--- config.mk ---
export PLATFORM = sky130hd
export DESIGN_NAME = multi_channel_controller
export DESIGN_NICKNAME = d
export VERILOG_FILES = /design/src/rtl/multi_channel_controller.sv
export SDC_FILE = /design/constraint.sdc
export NUM_CORES = 1
export LEC_CHECK = 0
export CORE_MARGIN = 2
export CORE_UTILIZATION = 40
export CTS_CLUSTER_DIAMETER = 30
export DETAILED_ROUTE_END_ITERATION = 12
export GPL_TIMING_DRIVEN = 0
export PLACE_DENSITY_LB_ADDON = 0.2
export SLEW_MARGIN = 10
export SYNTH_ARGS = -nofsm -noshare
export SYNTH_HDL_FRONTEND = slang
export SYNTH_SLANG_ARGS = --single-unit
--- constraint.sdc ---
create_clock -name i_clk -period 1.5 [get_ports i_clk]
set_input_delay 0.225 -clock i_clk [delete_from_list [all_inputs] [get_ports i_clk]]
set_output_delay 0.225 -clock i_clk [all_outputs]
set_load 0.01 [all_outputs]
--- src/rtl/multi_channel_controller.sv ---
// Time-multiplexed voice sequencer: each frame tick walks every channel through a note or envelope pass.
// Optional macro WAIT_TIMEOUT_EN: aborts stalled pattern/pitch waits after TIMEOUT_CYCLES cycles.
module multi_channel_controller #(
  parameter int unsigned NUM_CHANNELS   = 4,
  parameter int unsigned CH_W           = 2,
  parameter int unsigned TIMEOUT_CYCLES = 64
) (
  input  logic            i_clk,
  input  logic            i_rst,
  input  logic            i_tick_stb,
  input  logic            i_note_stb,
  output logic [CH_W-1:0] o_channel,
  output logic            o_pattern_enable,
  input  logic            i_pattern_valid,
  output logic            o_pitch_lookup_enable,
  input  logic            i_pitch_lookup_valid,
  output logic            o_duration_enable,
  output logic            o_duration_load,
  input  logic            i_duration_running,
  output logic            o_envelope_enable,
  output logic            o_envelope_load,
  output logic            o_valid,
  output logic            o_frame_done,
  output logic            o_busy,
  output logic            o_overrun,
  output logic            o_timeout
);

  localparam logic [CH_W-1:0] LastCh = CH_W'(NUM_CHANNELS - 1);

  typedef enum logic [3:0] {
    S_IDLE,
    S_CHECK,
    S_CONTINUE,
    S_ENV,
    S_EN_PAT,
    S_WAIT_PAT,
    S_EN_PITCH,
    S_WAIT_PITCH,
    S_LOAD,
    S_VALID
  } state_e;

  state_e          state_q, state_d;
  logic [CH_W-1:0] ch_q, ch_d;
  logic            note_pass_q, note_pass_d;
  logic            overrun_q;
  logic            wait_done_c;
  logic            to_abort_c;

  // A handshake only counts while we are parked in the matching wait state
  assign wait_done_c = ((state_q == S_WAIT_PAT)   && i_pattern_valid) ||
                       ((state_q == S_WAIT_PITCH) && i_pitch_lookup_valid);

`ifdef WAIT_TIMEOUT_EN
  localparam int unsigned ToW = $clog2(TIMEOUT_CYCLES + 1);

  logic [ToW-1:0] to_cnt_q, to_cnt_d;
  logic           in_wait_c;
  logic           timeout_q;

  // Counts consecutive stalled wait cycles; cleared whenever a wait is left
  always_comb begin
    in_wait_c  = (state_q == S_WAIT_PAT) || (state_q == S_WAIT_PITCH);
    to_abort_c = in_wait_c && !wait_done_c && (to_cnt_q == ToW'(TIMEOUT_CYCLES - 1));
    to_cnt_d   = '0;
    if (in_wait_c && !wait_done_c && !to_abort_c) begin
      to_cnt_d = to_cnt_q + ToW'(1);
    end
  end

  always_ff @(posedge i_clk) begin
    if (i_rst) begin
      to_cnt_q  <= '0;
      timeout_q <= 1'b0;
    end else begin
      to_cnt_q  <= to_cnt_d;
      timeout_q <= to_abort_c;
    end
  end

  assign o_timeout = timeout_q;
`else
  logic unused_timeout_cfg_c;

  assign to_abort_c           = 1'b0;
  assign o_timeout            = 1'b0;
  assign unused_timeout_cfg_c = ^32'(TIMEOUT_CYCLES);
`endif

  // State, channel index, pass type and overrun flag
  always_ff @(posedge i_clk) begin
    if (i_rst) begin
      state_q     <= S_IDLE;
      ch_q        <= '0;
      note_pass_q <= 1'b0;
      overrun_q   <= 1'b0;
    end else begin
      state_q     <= state_d;
      ch_q        <= ch_d;
      note_pass_q <= note_pass_d;
      overrun_q   <= i_tick_stb && (state_q != S_IDLE);
    end
  end

  // Next-state and channel sequencing
  always_comb begin
    state_d     = state_q;
    ch_d        = ch_q;
    note_pass_d = note_pass_q;
    case (state_q)
      S_IDLE: begin
        if (i_tick_stb) begin
          ch_d        = '0;
          note_pass_d = i_note_stb;
          state_d     = i_note_stb ? S_CHECK : S_ENV;
        end
      end
      S_CHECK:    state_d = i_duration_running ? S_CONTINUE : S_EN_PAT;
      S_CONTINUE: state_d = S_VALID;
      S_ENV:      state_d = S_VALID;
      S_EN_PAT:   state_d = S_WAIT_PAT;
      S_WAIT_PAT: begin
        if (i_pattern_valid) begin
          state_d = S_EN_PITCH;
        end else if (to_abort_c) begin
          state_d = S_VALID;
        end
      end
      S_EN_PITCH: state_d = S_WAIT_PITCH;
      S_WAIT_PITCH: begin
        if (i_pitch_lookup_valid) begin
          state_d = S_LOAD;
        end else if (to_abort_c) begin
          state_d = S_VALID;
        end
      end
      S_LOAD:     state_d = S_VALID;
      S_VALID: begin
        if (ch_q == LastCh) begin
          state_d = S_IDLE;
        end else begin
          ch_d    = ch_q + CH_W'(1);
          state_d = note_pass_q ? S_CHECK : S_ENV;
        end
      end
      default:    state_d = S_IDLE;
    endcase
  end

  // Moore strobes decoded from the registered state
  always_comb begin
    o_pattern_enable      = 1'b0;
    o_pitch_lookup_enable = 1'b0;
    o_duration_enable     = 1'b0;
    o_duration_load       = 1'b0;
    o_envelope_enable     = 1'b0;
    o_envelope_load       = 1'b0;
    o_valid               = 1'b0;
    o_frame_done          = 1'b0;
    o_busy                = (state_q != S_IDLE);
    case (state_q)
      S_CONTINUE: begin
        o_duration_enable = 1'b1;
        o_envelope_enable = 1'b1;
      end
      S_ENV:      o_envelope_enable     = 1'b1;
      S_EN_PAT:   o_pattern_enable      = 1'b1;
      S_EN_PITCH: o_pitch_lookup_enable = 1'b1;
      S_LOAD: begin
        o_duration_enable = 1'b1;
        o_duration_load   = 1'b1;
        o_envelope_enable = 1'b1;
        o_envelope_load   = 1'b1;
      end
      S_VALID: begin
        o_valid      = 1'b1;
        o_frame_done = (ch_q == LastCh);
      end
      default: ;
    endcase
  end

  assign o_channel = ch_q;
  assign o_overrun = overrun_q;

endmodule

==> metrics.md <==
| Metric | Value |
|---|---|
| Critical Path RT | 1.27 ns |
| Via count | 686 |
| Placed cells | around 100 |
| Cells after synthesis | a little over 70 |
| Met1 GRT Util | a little over a fifth |
| Sequential fraction of the synthesis area | roughly 28% |
| HP Class | input pin to flop |
| ANT nets after route | 0 |
| Pre-antenna DRT Iters | 4 |
| Pwr Total | 1910 uW |
| Residual DRC | 0 |
| Ant diodes | 0 |
| GR Util All Layers | a little under a fifth |
| CP Class | flop to primary output |
| Yosys warns | 0 |
| Htree depth | 1 |
| Vias in the first global route | 599 |
| Fill cells | roughly 100 |
| Fin Setup TNS | -0.0301 ns |
| Root buffer cell | clkbuf_4 |
| Initial Util | 43.3% |
| Drt total wl | roughly 1.8 mm |
| Minimum clock period | 1.53 ns |
| Worst R2R Setup Slack | approximately 0.08 ns |
| Post-DP HPWL | between 1 and 1.5 mm |
| WL per Instance | ~15 um |
| CTS Sinks | 8 |
| Clock buffer depth | 2 |
| Vias/cell | 5.72 |
| #FFs+latches synth | 8 |
| # hold bufs at CTS | 0 |
| Die area | between 1500 and 2000 um^2 |
| Final hold violations | 0 |
| Finished Layout Cells | between 100 and 150 |
| Reg2Reg Depth | 8 |
| Area of the multi-input gates | between 400 and 500 um^2 |
| Ys async rst share | 0% |
| Area grow syn2layout | 68.2% |
| Failing checks | negative setup slack |
| Core area | around 1300 um^2 |
| Buffers added on ports | 17 |
| Critical R2R Launch | state_q[1]$_SDFFE_PP0P_ |
| First-pass GRT wire length | ~2.6 mm |
| GPL Wtd Cong | 0.727 |
| Antenna violations before repair | 0 |
| Rows | 13 |
| Post-layout util | between 70% and 80% |
| Fin. max-slew vios | 0 |
| CTS buffer count | 3 |
| Min-Delay Startpoint | i_rst |
| Grt met2 use | ~33% |
| GR Layer Usage met3 | 3.04% |
| Outcome | finished, violations left |
| Hold slack | 0.330 ns |
| Worst setup margin | -0.0301 ns |
| GR Overflow Total | 0 |
| Die Ht | 41.5 um |
| Worst-path maximum fanout | 6 |
| WHS Endpoint | o_channel[0]$_SDFFE_PP0P_ |
| Number of synthesized flops with an enable pin | 0 |
| Largest net degree at the start of global routing | 11 |
| Clk pin slew, worst setup/hold paths | roughly 0.05 ns |
| Fmax | roughly 650 MHz |
| Clk Latency, worst-skew pair | between 0.2 and 0.25 ns |
| Syn avg cell area | ~7.8 um^2 |
| Global routing's busiest layer | met2 |
| Final net count | 115 |
| Synth Flop Type | dfxtp_1 |
| Critical path arrival | 1.31 ns |
| FF-to-FF End | state_q[3]$_SDFFE_PP0P_ |
| Die width | a little over 40 um |
| Clock Skews | approximately 0.0016 ns |
| Share of cells above drive strength 1 | a little over two fifths |
| Synthesized area | about 560 um^2 |
| Critical Path Sink Type | primary output |
| Setup Viol. Count Final | 1 |
| Synthesized net count | 80 |
| Startpoint Class | flop |
| CTS tree | done |
| Tcrit/Tclk final | 102% |
| VDD IR max | 1.13 mV |
| Initial DRC count | 21 |
| Register area | about 180 um^2 |
| Number of max-cap violations | 0 |
| Synth cell types | 33 |
| Unrepaired setup endpoints after global routing | true |
| IO Pins | 20 |
| Leak | around 0.00041 uW |
| WHS Path Cells | 2 |
| PwrDens | between 2000 and 2500 nW/um^2 |
## state kept, by name, indices dropped and copies added (netlist names)
register and cells:
state_q 4, o_overrun 1, o_channel 2, note_pass_q 1
## cell usage after synthesis, types with 2 or more instances
library cell | number | share of area, %
buf_2 | 5 | 4.4
o21a_1 | 2 | 2.7
buf_4 | 2 | 2.7
nor2_1 | 5 | 3.3
o21ai_1 | 3 | 2.7
nand3_1 | 2 | 1.8
nor2b_1 | 2 | 2.2
dfxtp_1 | 8 | 28
a21oi_1 | 6 | 5.3
nand2_1 | 3 | 2.0
nand3b_1 | 2 | 2.7
mux2i_1 | 2 | 3.6
nor3_1 | 4 | 3.6
nor3b_1 | 2 | 2.7
o21ai_0 | 2 | 1.8
nand2b_1 | 5 | 5.6
## how the worst max path moves through the flow
stage | from | cells past startpoint | endpoint | slack, ns
floorplan | state_q[0]$_SDFFE_PP0P_ | 4 | o_envelope_load | 0.14
CTS | state_q[1]$_SDFFE_PP0P_ | 5 | o_duration_enable | -0.07
finish | state_q[1]$_SDFFE_PP0P_ | 4 | o_frame_done | -0.03
global placement | state_q[0]$_SDFFE_PP0P_ | 6 | o_duration_enable | -0.25
global route | state_q[1]$_SDFFE_PP0P_ | 4 | o_frame_done | -0.09
detailed placement | state_q[0]$_SDFFE_PP0P_ | 6 | o_duration_enable | -0.29
## per-layer routing
metal | part of all wire (%) | vias up
li1 | - | 324
met1 | 43 | 324
met2 | 49 | 30
met3 | 6.3 | 8
met4 | 2.3 | 0
met5 | 0 | -
## repair_timing
item,4_1_cts,5_1_grt
setup buffers,7,7
gates resized for setup,40,21
pin swaps,3,3
endpoints found under the setup margin,9,11
gates cloned,0,0
## worst max-delay path: stages, from the launching register on
cell and delay (ns):
dfxtp_4 0.35, buf_8 0.13, and4bb_1 0.31, and2_1 0.14
buf_2 0.12
## through the flow
stage          setup slack [ns]  instance area [um^2]
3_5_place_dp             -0.287                   752
3_3_place_gp             -0.254                   752
6_report                -0.0301                   947
4_1_cts                 -0.0730                   862
5_1_grt                 -0.0900                   947
2_1_floorplan             0.136                   563
## cells in the final DEF, fill, tap and decap left out, types with 3 or more instances in the layout
cell             Yosys  final
a21oi_1              6      5
clkbuf_4             0      3
buf_2                5      5
clkdlybuf4s50_1      0      8
nor3_1               4      3
nand2b_1             5      3
dfxtp_4              0      4
nor2_1               5      5
buf_6                0      4
dfxtp_1              8      3
buf_4                2     15
nand2_1              3      3
## kinds of logic after synthesis
group	share of synthesized area [%]
AOI/OAI and AO/OA	20.7
xor gates and xnor gates	1.56
adders and majority gates	2.22
buffers and inverters	9.11
DFF	28.4
muxes	3.56
other	0.666
and+or+nand+nor	33.8
## area by class of cell
type | instances | share of cell area (%)
Buffer | 7 | 7.13
Clock buffer | 3 | 2.38
Inverter | 2 | 0.793
Multi-Input combinational cell | 54 | 42.3
Sequential cell | 8 | 18.6
Tap cell | 15 | 1.98
Timing Repair Buffer | 31 | 26.8
## power breakdown
part / switching [uW] / leakage, uW / internal, uW
Combinational: 609 / 0.000327 / 759
Sequential: 84.7 / 0.0000686 / 299
Clock: 62.6 / 0.0000138 / 90.8
Note: power is estimated with default switching activity, not from simulation.
